$ cat config.mk
export PLATFORM = sky130hd
export DESIGN_NAME = ex_div_unit_flat
export DESIGN_NICKNAME = d
export VERILOG_FILES = /design/src/rtl/ex_div_unit_if.sv /design/src/rtl/ex_div_unit.sv /design/src/flat_wrapper.sv
export SDC_FILE = /design/constraint.sdc
export NUM_CORES = 1
export LEC_CHECK = 0
export ABC_AREA = 1
export CAP_MARGIN = 20
export CORE_UTILIZATION = 51
export DETAILED_ROUTE_END_ITERATION = 8
export PLACE_DENSITY = 0.73
export RECOVER_POWER = 50
export SLEW_MARGIN = 30
export SYNTH_ARGS = -nofsm -noshare
export SYNTH_HDL_FRONTEND = slang
export SYNTH_SLANG_ARGS = --single-unit
export TNS_END_PERCENT = 50
$ cat constraint.sdc
create_clock -name clk -period 4.6 [get_ports clk]
set_input_delay 0.92 -clock clk [delete_from_list [all_inputs] [get_ports clk]]
set_output_delay 0.92 -clock clk [all_outputs]
set_load 0.03 [all_outputs]
$ cat src/rtl/ex_div_unit_if.sv
// Signal bundle between the EX-stage control and the iterative divider.
// start is a level held by EX until the cycle done pulses; stall_n=0 means EX and EX/MEM must hold.
interface ex_div_unit_if #(
  parameter int WIDTH = 32
);
  logic                 start;
  logic                 is_signed;
  logic [WIDTH-1:0]     dividend;
  logic [WIDTH-1:0]     divisor;
  logic                 cancel;
  logic [2*WIDTH-1:0]   hilo_out;
  logic                 done;
  logic                 busy;
  logic                 stall_n;
  logic [1:0]           dbg_state;

  modport slave (
    input  start, is_signed, dividend, divisor, cancel,
    output hilo_out, done, busy, stall_n, dbg_state
  );

  modport master (
    output start, is_signed, dividend, divisor, cancel,
    input  hilo_out, done, busy, stall_n, dbg_state
  );
endinterface

$ cat src/rtl/ex_div_unit.sv
// Radix-2 restoring divider for DIV/DIVU: one quotient bit per cycle, then a sign fix.
// Result {remainder, quotient} is registered and held until the next op completes.
module ex_div_unit #(
  parameter int WIDTH = 32
) (
  input  logic          clk,
  input  logic          rset,
  ex_div_unit_if.slave  div_if
);
  localparam int CW = (WIDTH > 1) ? $clog2(WIDTH) : 1;
  localparam logic [CW-1:0] LAST = CW'(WIDTH - 1);

  typedef enum logic [1:0] {
    S_IDLE = 2'd0,
    S_RUN  = 2'd1,
    S_DONE = 2'd2
  } state_t;

  state_t              r_state;
  state_t              w_next;
  logic [CW-1:0]       r_cnt;
  logic [WIDTH-1:0]    r_rem;
  logic [WIDTH-1:0]    r_quo;
  logic [WIDTH-1:0]    r_dvs;
  logic                r_q_neg;
  logic                r_r_neg;
  logic [2*WIDTH-1:0]  r_hilo;

  logic                w_accept;
  logic                w_div0;
  logic                w_last;
  logic                w_a_neg;
  logic                w_b_neg;
  logic [WIDTH-1:0]    w_a_abs;
  logic [WIDTH-1:0]    w_b_abs;
  logic [WIDTH:0]      w_trial;
  logic [WIDTH:0]      w_diff;
  logic                w_ge;
  logic [WIDTH-1:0]    w_rem_nx;
  logic [WIDTH-1:0]    w_quo_nx;
  logic [WIDTH-1:0]    w_q_fix;
  logic [WIDTH-1:0]    w_r_fix;

  always_comb begin
    w_a_neg  = div_if.is_signed & div_if.dividend[WIDTH-1];
    w_b_neg  = div_if.is_signed & div_if.divisor[WIDTH-1];
    w_a_abs  = w_a_neg ? -div_if.dividend : div_if.dividend;
    w_b_abs  = w_b_neg ? -div_if.divisor  : div_if.divisor;
    w_accept = (r_state == S_IDLE) && div_if.start && !div_if.cancel;
    w_div0   = (div_if.divisor == '0);
    w_last   = (r_cnt == LAST);
    // r_quo doubles as the dividend shift register: its MSB feeds the remainder.
    w_trial  = {r_rem, r_quo[WIDTH-1]};
    w_diff   = w_trial - {1'b0, r_dvs};
    w_ge     = !w_diff[WIDTH];
    w_rem_nx = w_ge ? w_diff[WIDTH-1:0] : w_trial[WIDTH-1:0];
    w_quo_nx = {r_quo[WIDTH-2:0], w_ge};
    w_q_fix  = r_q_neg ? -w_quo_nx : w_quo_nx;
    w_r_fix  = r_r_neg ? -w_rem_nx : w_rem_nx;
  end

  always_comb begin
    w_next = r_state;
    case (r_state)
      S_IDLE: if (w_accept) w_next = w_div0 ? S_DONE : S_RUN;
      S_RUN:  if (w_last)   w_next = S_DONE;
      S_DONE: w_next = S_IDLE;
      default: w_next = S_IDLE;
    endcase
    if (div_if.cancel) w_next = S_IDLE;
  end

  always_ff @(posedge clk or negedge rset) begin
    if (!rset) r_state <= S_IDLE;
    else       r_state <= w_next;
  end

  always_ff @(posedge clk or negedge rset) begin
    if (!rset) begin
      r_cnt   <= '0;
      r_rem   <= '0;
      r_quo   <= '0;
      r_dvs   <= '0;
      r_q_neg <= 1'b0;
      r_r_neg <= 1'b0;
      r_hilo  <= '0;
    end else if (w_accept) begin
      if (w_div0) begin
        r_hilo <= {div_if.dividend, {WIDTH{1'b1}}};
      end else begin
        r_cnt   <= '0;
        r_rem   <= '0;
        r_quo   <= w_a_abs;
        r_dvs   <= w_b_abs;
        r_q_neg <= w_a_neg ^ w_b_neg;
        r_r_neg <= w_a_neg;
      end
    end else if (r_state == S_RUN && !div_if.cancel) begin
      r_rem <= w_rem_nx;
      r_quo <= w_quo_nx;
      r_cnt <= r_cnt + CW'(1);
      if (w_last) r_hilo <= {w_r_fix, w_q_fix};
    end
  end

  assign div_if.hilo_out  = r_hilo;
  assign div_if.done      = (r_state == S_DONE) && !div_if.cancel;
  assign div_if.busy      = (r_state == S_RUN);
  assign div_if.stall_n   = !rset || div_if.cancel || !(w_accept || r_state == S_RUN);
  assign div_if.dbg_state = r_state;
endmodule

$ cat src/flat_wrapper.sv
// flat-port wrapper written by rule: the top's interface ports become plain ports
module ex_div_unit_flat 
#(
  parameter int WIDTH = 32
)
  (clk, rset, div_if_start, div_if_is_signed, div_if_dividend, div_if_divisor, div_if_cancel, div_if_hilo_out, div_if_done, div_if_busy, div_if_stall_n, div_if_dbg_state);
  ex_div_unit_if #(.WIDTH(WIDTH)) div_if_i ();
  input  logic clk;
  input  logic rset;
  input wire logic [$bits(div_if_i.start)-1:0] div_if_start;
  input wire logic [$bits(div_if_i.is_signed)-1:0] div_if_is_signed;
  input wire logic [$bits(div_if_i.dividend)-1:0] div_if_dividend;
  input wire logic [$bits(div_if_i.divisor)-1:0] div_if_divisor;
  input wire logic [$bits(div_if_i.cancel)-1:0] div_if_cancel;
  output wire logic [$bits(div_if_i.hilo_out)-1:0] div_if_hilo_out;
  output wire logic [$bits(div_if_i.done)-1:0] div_if_done;
  output wire logic [$bits(div_if_i.busy)-1:0] div_if_busy;
  output wire logic [$bits(div_if_i.stall_n)-1:0] div_if_stall_n;
  output wire logic [$bits(div_if_i.dbg_state)-1:0] div_if_dbg_state;
  assign div_if_i.start = div_if_start;
  assign div_if_i.is_signed = div_if_is_signed;
  assign div_if_i.dividend = div_if_dividend;
  assign div_if_i.divisor = div_if_divisor;
  assign div_if_i.cancel = div_if_cancel;
  assign div_if_hilo_out = div_if_i.hilo_out;
  assign div_if_done = div_if_i.done;
  assign div_if_busy = div_if_i.busy;
  assign div_if_stall_n = div_if_i.stall_n;
  assign div_if_dbg_state = div_if_i.dbg_state;
  ex_div_unit #(.WIDTH(WIDTH)) u_core (.clk(clk), .rset(rset), .div_if(div_if_i));
endmodule
# After elaboration in Yosys (flattened, before gate mapping)

Index checks and enable logic that the tools add are counted.

$add $sub $neg: 6
Equality and inequality tests: 7
Bitwise logic cells: 4
Multiplexer cells: 23
Reductions and logical operators: 19

Operators with widths:

| kind                | number |
|---|---|
| $mux 32             | 11 |
| $mux 64             | 4 |
| $neg 32->32         | 4 |
| $sub 33x32->33      | 1 |
| $logic_not 32->1    | 1 |
| $mux 5              | 3 |
| $mux 2              | 4 |
| $ne 3x2->1 const B  | 2 |
| $reduce_and 2->1    | 3 |
| $add 5x1->5 const B | 1 |
| $eq 5x5->1 const B  | 1 |
| $logic_and 1x1->1   | 4 |
| $logic_not 1->1     | 4 |
| $ne 2x2->1 const B  | 2 |
| $pmux 2 s2          | 1 |
| $reduce_bool 2->1   | 2 |
| $logic_or 1x1->1    | 3 |
| $reduce_and 3->1    | 1 |
| $and 1x1->1         | 2 |
| $eq 2x1->1 const B  | 1 |
| $eq 2x2->1 const B  | 1 |
| $logic_not 2->1     | 1 |
| $not 1->1           | 1 |
| $xor 1x1->1         | 1 |

Register bits: 169
Output and inout port bits: 69
Logic and storage cells: 67
Input bits: 69

# Depth between registers and ports, before layout

Depth in word-level cells: 7
Mapped depth: 32
Gate-level depth less buffers: 31

# Worst setup path before layout

OpenSTA, ideal clock, no wires.

Kind: flip-flop to flip-flop
Start: register u_core.r_quo[31]
End: register u_core.r_hilo[30] (netlist: u_core.div_if.hilo_out[30])
Required time: 4462 ps
Stages on the path, launching flop included: 28
Arrival: 3684 ps
Setup slack: 778 ps
Cells stage by stage: dfrtp_1 -> inv_1 -> ha_1 -> inv_1 -> fa_1 -> nand2_1 -> nand2_1 -> nand3_1 -> nand2_1 -> nand2_1 -> nand2_2 -> nand2_4 -> nand3_4 -> nand2_4 -> buf_4 -> ha_1 -> nand3_1 -> nor3_1 -> inv_1 -> nor3_1 -> nand3_1 -> nor2_1 -> inv_1 -> nor3_1 -> nand4_1 -> o21ai_0 -> or2_2 -> a31oi_1

Longest elaborated chain between the ends: 7

Ends and longest elaborated chain:

| element                  | RTL line           | source |
|---|---|---|
| start: declaration       | ex_div_unit.sv:23  | `logic [WIDTH-1:0] r_quo;` |
| start signal: assignment | ex_div_unit.sv:93  | `r_quo <= w_a_abs;` |
| start signal: assignment | ex_div_unit.sv:100 | `r_quo <= w_quo_nx;` |
| $sub 33x32->33           | ex_div_unit.sv:54  | `w_diff = w_trial - {1'b0, r_dvs};` |
| $logic_not 1->1          | ex_div_unit.sv:55  | `w_ge = !w_diff[WIDTH];` |
| $neg 32->32              | ex_div_unit.sv:58  | `w_q_fix = r_q_neg ? -w_quo_nx : w_quo_nx;` |
| $mux 32                  | ex_div_unit.sv:58  |  |
| $mux 64                  | ex_div_unit.sv:102 | `if (w_last) r_hilo <= {w_r_fix, w_q_fix};` |
| $mux 64                  | ex_div_unit.sv:98  | `end else if (r_state == S_RUN && !div_if.cancel) begin` |
| $mux 64                  | ex_div_unit.sv:87  | `end else if (w_accept) begin` |
| end signal: assignment   | ex_div_unit.sv:89  | `r_hilo <= {div_if.dividend, {WIDTH{1'b1}}};` |
| end signal: assignment   | ex_div_unit.sv:102 |  |
| end: declaration         | ex_div_unit.sv:27  | `logic [2*WIDTH-1:0] r_hilo;` |

Every way passes these cells. The select of a mux whose other input is x is not followed.
A chain may end at the register's enable or synchronous reset.

# Worst setup path in the final report

Start: register u_core.r_quo[31]
End: register u_core.r_hilo[28] (netlist: u_core.div_if.hilo_out[28])

The elaborated chain is that of the path after synthesis.

==> metrics.txt <==
ranking of synthesized cells by area=dfrtp_1 32%, nand2_1 18%, inv_1 8.0%; routed len/inst=17.9 um; GRT Total Usage=34.7%; final WL=44600 um; dpl cell area=14800 um2; CP max stage cell=dfrtp_1; PwrDens=767 nW/um2; area share of the largest cell type after synthesis=32.1%; Critical Path Max Stage Delay=400 ps; Hold Slack=364 ps; Leak=7.73 nW; RePlAce Congestion=0.981; CP Data Arrival Time=4490 ps; VDD IR max=0.823 mV; worst skew pair latency=440 ps; Max Fclk=242 MHz; Slew Limit Headroom=-92.7%; Worst Path Class, Setup=reg2reg; final net count=2263; Post-synth EDFFs=0; reg2reg setup slack=460 ps; Ys Warns=0; # IOs=138; Initial DRC Count=1541; RR Endpoint=u_core.div_if.hilo_out[28]; Post-CTS Hold Buffers=0; core outline area=25300 um2; R2R depth=30; final worst slack=462 ps; Critical path origin=u_core.r_quo[31]; initial antenna violation count=3; Synth Instances=2045; die span in y=163 um; vias in the first global route=13000; Post-DRT Antenna Nets=0; clk buf depth=2; run status=finished with violations; Sw Pwr=6.57 mW; Die W=163 um; first-pass GRT wire length=70400 um; combinational group share of total power=67.0%; dpl ws=404 ps; Yosys reg bits=169; Tcrit/Tclk final=89.9%; TritonRoute pass-1 iters=6; Hold WC Path Type=in2async; commonest non-fill, non-tap cells in the layout=634 x nand2_1, 281 x inv_1, 185 x nor2_1, 169 x dfrtp_1, 141 x nand3_1; internal power=5.28 mW; routed vias=14000; kind of start point of the critical path=register; Seq/Total Area, Yosys=32.1%; Final Setup Violations=0; Sequential Power Share=20.1%; layout cells sized above 1=5.86%; asr flop ratio synth=100%; Num CTS Buffers=17; Mean Syn Cell Area=6.45 um2; area leader, netlist=dfrtp_1; Yosys cell types=52; gr ovfl total=0; Clock Tree Root=clkbuf_16; crit path buf inv count=6; via/cell ratio=5.60; cell area after layout=15400 um2; Final Hold Vio Count=0; die area=26500 um2; Clock power frac=12.9%; reg-to-reg critical path startpoint=u_core.r_quo[31]; Worst path top cell family by delay=simple AND/OR/NAND/NOR gates; CP Capture Type=register; drc violations=0; Primary FF master, synth=dfrtp_1; failing checks=max-capacitance violations, max-slew violations; Area growth syn-to-layout=17.1%; CTS tree=built; Crit path required time=4950 ps; Net Count, Synth=2153; commonest non-fill, non-tap cell in the layout=nand2_1; Net Sw Frac=55.5%; critical path fanouts, max=6; largest net degree at the start of global routing=94; clock tree sinks=169; Final min period=4140 ps; Clock Skews=18.1 ps; Final HPWL DP=34300 um; Synth Cell Area=13200 um2; port buffer count=137; FP Rows=58; Initial Util=52.2%; Slew @ Worst Pin=2890 ps; fin. max-slew vios=97; max_cap viols=2; Util after Layout=61.2%; Reg clk slew, reported paths=80 ps; CTS H-tree depth=4
cell type report:
class	instances	area, um2
inverter	289	1080
sequential	169	4230
multi-input combinational	1519	7580
timing repair buffer	159	1540
clock buffer	18	439
clock inverter	13	163
antenna	2	5.00
tap	330	413
fill	2381	9800
power by group through the flow:
| stage | Clock (mW) | Sequential, mW | Combinational [mW] |
|---|---|---|---|
| final | 1.53 | 2.38 | 7.94 |
| after global routing | 1.59 | 2.43 | 8.84 |
| after CTS | 1.53 | 2.37 | 7.85 |
| after detailed placement | 0 | 2.39 | 7.80 |
| after global placement | 0 | 2.38 | 7.71 |
| after floorplan | 0 | 2.61 | 5.41 |
worst register-to-register path, delay by kind of cell (launching register included):
family | cells | cell delay (ps)
buffers and inverters | 6 | 520
flip-flops | 1 | 400
AND/OR/NAND/NOR | 18 | 2040
AO/OA/AOI/OAI | 3 | 360
adder cells (fa/ha/maj) | 3 | 730
through the flow:
step	setup TNS, ps	cells	power [mW]
detailed placement	0	2464	10.2
floorplan	0	2045	8.02
global route	-7.36	2497	12.9
global placement	0	2464	10.1
CTS	0	2495	11.7
finish	0	2499	11.8
repair_timing:
item	in CTS	in global routing
buffers inserted	0	2
resized for setup	0	2
endpoints found under the setup margin	0	4
kinds of logic after synthesis:
group           count (synthesis)  share of synthesized area (%)
flops                         169                           32.1
compound gates                318                           13.9
buf+inv                       357                           10.6
fa+ha+maj                      39                           3.76
xor+xnor                       57                           3.78
simple gates                 1105                           35.9
Yosys cell counts (10+ instances only):
cell type / instances
nor2_1: 187
nor3_1: 38
o21ai_1: 13
xor2_1: 39
ha_1: 38
a21oi_1: 72
nand3_1: 141
nand2_1: 635
xnor2_1: 18
o21ai_0: 139
o22ai_1: 16
o221ai_1: 21
inv_1: 281
nor4_1: 10
dfrtp_1: 169
nand2_2: 25
clkbuf_1: 51
a31oi_1: 22
nand4_1: 27
how the worst max path moves through the flow:
stage	end	cells past startpoint
global route	u_core.div_if.hilo_out[28]	30
CTS	u_core.div_if.hilo_out[30]	26
detailed placement	u_core.div_if.hilo_out[30]	26
global placement	u_core.div_if.hilo_out[28]	30
floorplan	u_core.div_if.hilo_out[30]	27
finish	u_core.div_if.hilo_out[28]	30
layer usage:
layer,vias to the layer above,GRT usage [%],wire length (um)
met5,-,0,12
met4,2,8.75,830
met3,58,6.47,3800
met2,597,52.1,19400
met1,6528,50.9,20600
li1,6806,-,-
sequential cells by signal, indices dropped and copies added, names as in the netlist:
register,flops
u_core.r_rem,32
u_core.r_quo,32
u_core.div_if.dbg_state,2
u_core.r_q_neg,1
u_core.r_cnt,5
u_core.div_if.hilo_out,64
u_core.r_r_neg,1
u_core.r_dvs,32
Power figures use the tool's default switching activity.
